## config.mk

```make
export PLATFORM = sky130hd
export DESIGN_NAME = arm_alu
export DESIGN_NICKNAME = d
export VERILOG_FILES = /design/src/rtl/arm_alu_pkg.sv /design/src/rtl/arm_barrel_shifter.sv /design/src/rtl/arm_alu.sv
export SDC_FILE = /design/constraint.sdc
export NUM_CORES = 1
export LEC_CHECK = 0
export CAP_MARGIN = 20
export CORE_MARGIN = 2
export CORE_UTILIZATION = 26
export DETAILED_ROUTE_END_ITERATION = 10
export GPL_TIMING_DRIVEN = 0
export PLACE_DENSITY_LB_ADDON = 0.25
export SETUP_SLACK_MARGIN = 0.15
export SLEW_MARGIN = 20
export SYNTH_ARGS = -nofsm -noshare
export SYNTH_HDL_FRONTEND = slang
export SYNTH_SLANG_ARGS = --single-unit
```

## constraint.sdc

```tcl
create_clock -name clk -period 0.8 [get_ports clk]
set_input_delay 0.2 -clock clk [delete_from_list [all_inputs] [get_ports clk]]
set_output_delay 0.2 -clock clk [all_outputs]
set_load 0.005 [all_outputs]
```

## src/rtl/arm_alu_pkg.sv

```systemverilog
// Shared constants for the ARM execute unit: opcodes, shift types and NZCV bit positions.
// ARM_ALU_REG_SHIFT_EN (see arm_barrel_shifter) enables register-specified shift amounts.
package arm_alu_pkg;

  localparam int DATA_W = 32;

  typedef enum logic [3:0] {
    OP_AND = 4'h0, OP_EOR = 4'h1, OP_SUB = 4'h2, OP_RSB = 4'h3,
    OP_ADD = 4'h4, OP_ADC = 4'h5, OP_SBC = 4'h6, OP_RSC = 4'h7,
    OP_TST = 4'h8, OP_TEQ = 4'h9, OP_CMP = 4'hA, OP_CMN = 4'hB,
    OP_ORR = 4'hC, OP_MOV = 4'hD, OP_BIC = 4'hE, OP_MVN = 4'hF
  } alu_op_e;

  typedef enum logic [1:0] {
    SH_LSL = 2'd0, SH_LSR = 2'd1, SH_ASR = 2'd2, SH_ROR = 2'd3
  } shift_e;

  localparam int FLAG_N = 31;
  localparam int FLAG_Z = 30;
  localparam int FLAG_C = 29;
  localparam int FLAG_V = 28;

  // Compare/test opcodes (0x8-0xB) only update flags.
  function automatic logic is_cmp_op(input logic [3:0] op);
    return op[3:2] == 2'b10;
  endfunction

endpackage

```

## src/rtl/arm_barrel_shifter.sv

```systemverilog
// Combinational ARM shifter producing operand 2 and the shifter carry-out.
// Register-specified shifts are honoured only when ARM_ALU_REG_SHIFT_EN is defined.
module arm_barrel_shifter
  import arm_alu_pkg::*;
(
  input  logic [DATA_W-1:0] shift_in,
  input  logic [1:0]        shift_type,
  input  logic [4:0]        shift_imm,
  input  logic [7:0]        rs_shift,
  input  logic              is_imm_32,
  input  logic              is_use_rs,
  input  logic              carry_in,
  output logic [DATA_W-1:0] op2,
  output logic              shifter_carry
);

  logic       use_rs;
  logic [7:0] rs_amt;

`ifdef ARM_ALU_REG_SHIFT_EN
  assign use_rs = is_use_rs;
  assign rs_amt = rs_shift;
`else
  logic unused_rs;
  assign unused_rs = ^{is_use_rs, rs_shift};
  assign use_rs    = 1'b0;
  assign rs_amt    = 8'd0;
`endif

  // Shift by 1..31; the 33-bit working value carries the last bit shifted out.
  function automatic logic [DATA_W:0] shift_core(input logic [DATA_W-1:0] x,
                                                  input logic [1:0] st,
                                                  input logic [4:0] amt);
    logic [DATA_W:0]   t;
    logic [DATA_W-1:0] r;
    case (st)
      SH_LSL: begin
        t = {1'b0, x} << amt;
        return t;
      end
      SH_LSR: begin
        t = {x, 1'b0} >> amt;
        return {t[0], t[DATA_W:1]};
      end
      SH_ASR: begin
        t = $unsigned($signed({x, 1'b0}) >>> amt);
        return {t[0], t[DATA_W:1]};
      end
      default: begin
        r = (x >> amt) | (x << (6'd32 - {1'b0, amt}));
        return {r[DATA_W-1], r};
      end
    endcase
  endfunction

  logic [4:0]        rot;
  logic [DATA_W:0]   sh;
  logic [DATA_W-1:0] imm_ext;

  assign rot     = {shift_imm[3:0], 1'b0};
  assign imm_ext = {24'd0, shift_in[7:0]};

  always_comb begin
    op2           = shift_in;
    shifter_carry = carry_in;
    sh            = '0;
    if (is_imm_32) begin
      if (rot != 5'd0) begin
        sh            = shift_core(imm_ext, SH_ROR, rot);
        op2           = sh[DATA_W-1:0];
        shifter_carry = sh[DATA_W];
      end else begin
        op2 = imm_ext;
      end
    end else if (use_rs) begin
      if (rs_amt != 8'd0) begin
        // Amounts of 32 and above collapse to the architectural fill values.
        case (shift_type)
          SH_LSL: begin
            if (rs_amt < 8'd32) begin
              sh = shift_core(shift_in, SH_LSL, rs_amt[4:0]);
              {shifter_carry, op2} = sh;
            end else begin
              op2           = '0;
              shifter_carry = (rs_amt == 8'd32) ? shift_in[0] : 1'b0;
            end
          end
          SH_LSR: begin
            if (rs_amt < 8'd32) begin
              sh = shift_core(shift_in, SH_LSR, rs_amt[4:0]);
              {shifter_carry, op2} = sh;
            end else begin
              op2           = '0;
              shifter_carry = (rs_amt == 8'd32) ? shift_in[DATA_W-1] : 1'b0;
            end
          end
          SH_ASR: begin
            if (rs_amt < 8'd32) begin
              sh = shift_core(shift_in, SH_ASR, rs_amt[4:0]);
              {shifter_carry, op2} = sh;
            end else begin
              op2           = {DATA_W{shift_in[DATA_W-1]}};
              shifter_carry = shift_in[DATA_W-1];
            end
          end
          default: begin
            if (rs_amt[4:0] == 5'd0) begin
              shifter_carry = shift_in[DATA_W-1];
            end else begin
              sh = shift_core(shift_in, SH_ROR, rs_amt[4:0]);
              {shifter_carry, op2} = sh;
            end
          end
        endcase
      end
    end else begin
      if (shift_imm != 5'd0) begin
        sh = shift_core(shift_in, shift_type, shift_imm);
        {shifter_carry, op2} = sh;
      end else begin
        case (shift_type)
          SH_LSL: ;
          SH_LSR: begin
            op2           = '0;
            shifter_carry = shift_in[DATA_W-1];
          end
          SH_ASR: begin
            op2           = {DATA_W{shift_in[DATA_W-1]}};
            shifter_carry = shift_in[DATA_W-1];
          end
          default: begin
            op2           = {carry_in, shift_in[DATA_W-1:1]};
            shifter_carry = shift_in[0];
          end
        endcase
      end
    end
  end

endmodule

```

## src/rtl/arm_alu.sv

```systemverilog
// Registered ARM data-processing execute unit: barrel shifter feeding a 16-opcode ALU,
// one register stage. Register-specified shifts controlled by ARM_ALU_REG_SHIFT_EN.
module arm_alu
  import arm_alu_pkg::*;
(
  input  logic              clk,
  input  logic              n_reset,
  input  logic              enable,
  input  logic [3:0]        opcode,
  input  logic [DATA_W-1:0] operand1,
  input  logic [DATA_W-1:0] shift_in,
  input  logic [1:0]        shift_type,
  input  logic [4:0]        shift_imm,
  input  logic [7:0]        rs_shift,
  input  logic              is_imm_32,
  input  logic              is_use_rs,
  input  logic              carry_in,
  input  logic              overflow_in,
  output logic [DATA_W-1:0] result,
  output logic              negative_flag,
  output logic              zero_flag,
  output logic              carry_out_flag,
  output logic              overflow_flag,
  output logic              write_rd,
  output logic              valid
);

  logic [DATA_W-1:0] op2;
  logic              sh_carry;

  arm_barrel_shifter u_shifter (
    .shift_in      (shift_in),
    .shift_type    (shift_type),
    .shift_imm     (shift_imm),
    .rs_shift      (rs_shift),
    .is_imm_32     (is_imm_32),
    .is_use_rs     (is_use_rs),
    .carry_in      (carry_in),
    .op2           (op2),
    .shifter_carry (sh_carry)
  );

  function automatic logic add_ovf(input logic signed [DATA_W-1:0] x,
                                   input logic signed [DATA_W-1:0] y,
                                   input logic signed [DATA_W-1:0] s);
    return (x[DATA_W-1] == y[DATA_W-1]) && (s[DATA_W-1] != x[DATA_W-1]);
  endfunction

  logic signed [DATA_W-1:0] add_x, add_y, alu_res;
  logic                     add_ci, arith, alu_c, alu_v;
  logic [DATA_W:0]          sum;

  // Every arithmetic op is x + y + ci; subtraction inverts the subtrahend.
  always_comb begin
    alu_res = '0;
    arith   = 1'b0;
    add_x   = operand1;
    add_y   = op2;
    add_ci  = 1'b0;
    case (opcode)
      OP_AND, OP_TST: alu_res = operand1 & op2;
      OP_EOR, OP_TEQ: alu_res = operand1 ^ op2;
      OP_ORR:         alu_res = operand1 | op2;
      OP_MOV:         alu_res = op2;
      OP_BIC:         alu_res = operand1 & ~op2;
      OP_MVN:         alu_res = ~op2;
      OP_SUB, OP_CMP: begin arith = 1'b1; add_y = ~op2; add_ci = 1'b1; end
      OP_RSB:         begin arith = 1'b1; add_x = op2; add_y = ~operand1; add_ci = 1'b1; end
      OP_ADD, OP_CMN: arith = 1'b1;
      OP_ADC:         begin arith = 1'b1; add_ci = carry_in; end
      OP_SBC:         begin arith = 1'b1; add_y = ~op2; add_ci = carry_in; end
      OP_RSC:         begin arith = 1'b1; add_x = op2; add_y = ~operand1; add_ci = carry_in; end
      default:        ;
    endcase
    sum   = {1'b0, add_x} + {1'b0, add_y} + {{DATA_W{1'b0}}, add_ci};
    alu_c = sh_carry;
    alu_v = overflow_in;
    if (arith) begin
      alu_res = sum[DATA_W-1:0];
      alu_c   = sum[DATA_W];
      alu_v   = add_ovf(add_x, add_y, sum[DATA_W-1:0]);
    end
  end

  // ---- stage p1: execute result register ----
  logic [DATA_W-1:0]      res_p1_d,   res_p1_q;
  logic [FLAG_N:FLAG_V]   nzcv_p1_d,  nzcv_p1_q;
  logic                   wrd_p1_d,   wrd_p1_q;
  logic                   vld_p1_d,   vld_p1_q;

  always_comb begin
    res_p1_d  = res_p1_q;
    nzcv_p1_d = nzcv_p1_q;
    wrd_p1_d  = wrd_p1_q;
    vld_p1_d  = enable;
    if (enable) begin
      res_p1_d          = alu_res;
      nzcv_p1_d[FLAG_N] = alu_res[DATA_W-1];
      nzcv_p1_d[FLAG_Z] = (alu_res == '0);
      nzcv_p1_d[FLAG_C] = alu_c;
      nzcv_p1_d[FLAG_V] = alu_v;
      wrd_p1_d          = !is_cmp_op(opcode);
    end
  end

  always_ff @(posedge clk or negedge n_reset) begin
    if (!n_reset) begin
      res_p1_q  <= '0;
      nzcv_p1_q <= '0;
      wrd_p1_q  <= 1'b0;
      vld_p1_q  <= 1'b0;
    end else begin
      res_p1_q  <= res_p1_d;
      nzcv_p1_q <= nzcv_p1_d;
      wrd_p1_q  <= wrd_p1_d;
      vld_p1_q  <= vld_p1_d;
    end
  end

  assign result         = res_p1_q;
  assign negative_flag  = nzcv_p1_q[FLAG_N];
  assign zero_flag      = nzcv_p1_q[FLAG_Z];
  assign carry_out_flag = nzcv_p1_q[FLAG_C];
  assign overflow_flag  = nzcv_p1_q[FLAG_V];
  assign write_rd       = wrd_p1_q;
  assign valid          = vld_p1_q;

endmodule

```

==> impl_metrics.json <==
{
  "layout-drive-gt1-share": 0.349,
  "use_met2": 0.587,
  "placed_cell_area_sq_mm": 0.0188,
  "timing_hold_violations_final": 9,
  "critical_path_peak_fanout": 10,
  "final.min_clock_period_ns": 6.37,
  "synthToLayoutAreaGrowth_pct": 39.4,
  "reg2reg_depth": 2,
  "htree_num_levels": 2,
  "achievable-frequency_mhz": 157,
  "rsz0062_at_grt": "true",
  "routedWlPerCell_um": 44.0,
  "critical_path_required_ns": 1.00,
  "power.density_mw_per_mm2": 1320,
  "cts_inserted_buffers": 5,
  "final_design_area_no_fill_sq_mm": 0.0227,
  "grt_usage": 0.438,
  "pin_count": 128,
  "ys_dominant_reg_cell": "dfrtp_1",
  "synth_top_cell_by_area": "mux4_2",
  "tritoncts_clock_tree": "done",
  "nFillCells": 6518,
  "clk_transition_reported_paths_ns": 0.06,
  "detailedRoute.firstPassIterationCount": 7,
  "gp_congestion": 1.06,
  "postSynthCellCount": 2185,
  "min-delay-path-class": "in -> async",
  "syn_avg_cell_area_sq_um": 7.45,
  "number_of_enable_type_register_cells_in_the_synthesized_netlist": 0,
  "numPlacedInstances": 3136,
  "antenna_found_initial": 11,
  "yosysWarnings": 0,
  "die_height_um": 254,
  "initial_utilization": 0.263,
  "regArea_sq_um": 926,
  "yosys.area.top_type_share": 0.131,
  "synth_seq_area_share": 0.0569,
  "worst_hold_slack_ns": -0.226,
  "layout_setup_ws_ns": -5.57,
  "die_wd_um": 254,
  "reg2reg_from": "result[24]",
  "irDropWorstVdd_mv": 0.880,
  "grtUsageMet3": 0.175,
  "later_pin_clock_latency_in_the_skew_report_ns": 0.28,
  "floorplan.die_area_sq_mm": 0.0646,
  "worst_r2r_end": "result[24]",
  "setup_violations": 73,
  "design_power_total_w": 0.0300,
  "synth_area_sq_mm": 0.0163,
  "timing_max_transition_violations_final": 0,
  "grt_max_degree": 29,
  "num_vias": 23002,
  "rows": 91,
  "netsw_w": 0.0166,
  "finalCritPeriodShare": 7.96,
  "post_synth_main_area_contributors": "mux4_2 (13%), mux2i_1 (10%), o21ai_0 (6.1%), a21oi_1 (5.8%), dfrtp_1 (5.7%)",
  "netlist-cell-type-count": 109,
  "postSynthRegisterBits": 37,
  "synth_async_sr_flop_share": 1.00,
  "drv_cap": 0,
  "area_of_the_multi_input_gates_sq_mm": 0.0157,
  "p_leak_nw": 8.98,
  "busiest_layer": "met1",
  "ctsRootBufferMaster": "clkbuf_16",
  "clock_tree.buffer_depth": 2,
  "arr_time_crit_path_ns": 6.57,
  "post-route-drc-count": 0,
  "clock_sinks": 37,
  "cell_internal_pwr_w": 0.0133,
  "detail-route-antenna-nets": 0,
  "coreArea_sq_mm": 0.0618,
  "sum_of_net_half_perimeters_after_detailed_placement_um": 112000,
  "run_status": "finished, violations left",
  "worst_pin_slew_ns": 1.17,
  "clock-skew-final_ns": 0,
  "yosys-top-cells-count": "nand2_1 (240), o21ai_0 (198), a21oi_1 (190)",
  "postSynthNetCount": 2346,
  "yosys.cell_count.top_type": "nand2_1",
  "p_seq_frac": 0.088,
  "kind_of_end_point_of_the_critical_path": "flip-flop",
  "nNetsFinal": 2631,
  "initialDrtViolationCount": 3743,
  "swShare": 0.555,
  "worst_setup_path_start_kind": "primary input",
  "first_global_vias": 20932,
  "dp_slack_ns": -8.62,
  "globalRoute.totalOverflow": 0,
  "aggregate_routed_wire_length_um": 146000,
  "clkPwrFrac": 0.074,
  "first_pass_grt_wire_length_um": 192000,
  "buffer_ports.inserted": 106,
  "cp-startpoint": "shift_in[4]",
  "stdcell_count": 3313,
  "comb_power_share": 0.838,
  "max_slew_margin": 0.218,
  "crit_path_kind": "in -> reg",
  "average_vias_per_placed_instance": 6.94,
  "global_route_met1_utilization": 0.620,
  "r2r_setup_slack_ns": -0.12,
  "violations_in_the_final_reports": "hold timing, setup timing"
}
==> per-layer routing <==
metal	vias to the layer above	wire [um]
met4	6	7320
met1	11711	61600
met2	1987	55600
li1	8923	-
met3	375	21300
met5	-	39
==> power groups by stage <==
stage / Clock (W) / Combinational, W / Sequential, W
after floorplan: 0 / 0.0105 / 0.00268
after global placement: 0 / 0.0193 / 0.00265
after detailed placement: 0 / 0.0193 / 0.00266
after CTS: 0.00221 / 0.0224 / 0.00264
after global routing: 0.00231 / 0.0255 / 0.00269
final: 0.00221 / 0.0251 / 0.00264
==> flip-flops by register name, summed over array words and instances (netlist names) <==
register,cells
write_rd,1
nzcv_p1_q,3
valid,1
result,32
==> worst max path at each step <==
stage	end	cells after the start
final	nzcv_p1_q[30]	26
after CTS	nzcv_p1_q[30]	34
after floorplan	nzcv_p1_q[30]	32
after global routing	nzcv_p1_q[30]	28
after global placement	nzcv_p1_q[30]	25
after detailed placement	nzcv_p1_q[30]	28
==> layout make-up <==
cell class | instances | area share
antenna | 5 | 0.000552
clock buffer | 7 | 0.00673
sequential | 37 | 0.0408
inverter | 64 | 0.0118
timing repair buffer | 279 | 0.104
buffer | 251 | 0.0960
clock inverter | 1 | 0.000221
multi-input combinational | 1832 | 0.693
tap | 837 | 0.0462
==> critical path, cell delays in order <==
cell and delay, ns:
dlygate4sd2_1 0.43, clkbuf_4 0.35, mux2i_2 0.40, mux4_2 0.45
nor2_1 0.11, a311oi_4 0.58, a32oi_4 0.29, a211oi_4 0.30
buf_6 0.16, mux2i_1 0.18, o21ai_1 0.11, ha_2 0.40
nand4_1 0.15, nor3_2 0.28, o31ai_4 0.12, o211ai_1 0.12
buf_4 0.20, a41o_4 0.24, a31oi_4 0.11, o21ba_4 0.24
a21oi_2 0.10, nor3b_2 0.17, buf_4 0.18, nand2_1 0.05
or3_4 0.38, o32ai_2 0.24
==> cell usage in the layout (no fill, tap or decap), drive strengths merged, types with 12 or more instances in the layout <==
cell           instances
a2111oi               12
a211oi                40
a21o                  22
a21oi                191
a221oi                19
a22oi                 13
a311oi                12
a31oi                 30
a32oi                 13
and2                  19
and3                  13
buf                  301
clkbuf               172
clkdlybuf4s50         41
dfrtp                 37
ha                    69
inv                   61
mux2                  49
mux2i                169
mux4                  99
nand2                241
nand2b                23
nand3                 58
nor2                 158
nor2b                 25
nor3                  28
o211ai                28
o21ai                213
o22ai                 31
o31ai                 16
or2                   13
xnor2                 21
xor2                  13
==> metrics by stage <==
step,utilization,setup TNS [ns]
2_1_floorplan,-,-138.03
3_3_place_gp,0.301,-318.76
3_5_place_dp,0.304,-263.04
4_1_cts,0.352,-166.34
5_1_grt,0.367,-171.22
6_report,0.367,-170.50
==> kinds of logic (layout without fill, tap and decap cells) <==
kind of cell / after synthesis / count (layout) / share of synthesized area
muxes: 317 / 317 / 0.276
other: 0 / 5 / 0
AOI/OAI and AO/OA: 787 / 787 / 0.325
and+or+nand+nor: 623 / 623 / 0.177
adders and majority gates: 71 / 71 / 0.0555
buffers and inverters: 316 / 602 / 0.0914
DFF: 37 / 37 / 0.0569
xor gates and xnor gates: 34 / 34 / 0.0183
==> timing repair <==
action                                 4_1_cts  5_1_grt
endpoints found under the hold margin        9        9
pin swaps                                   94       76
setup endpoints to repair                   74       74
buffers inserted                           121       44
resized for setup                          635      201
No activity file was read; power rests on OpenSTA's default activity.
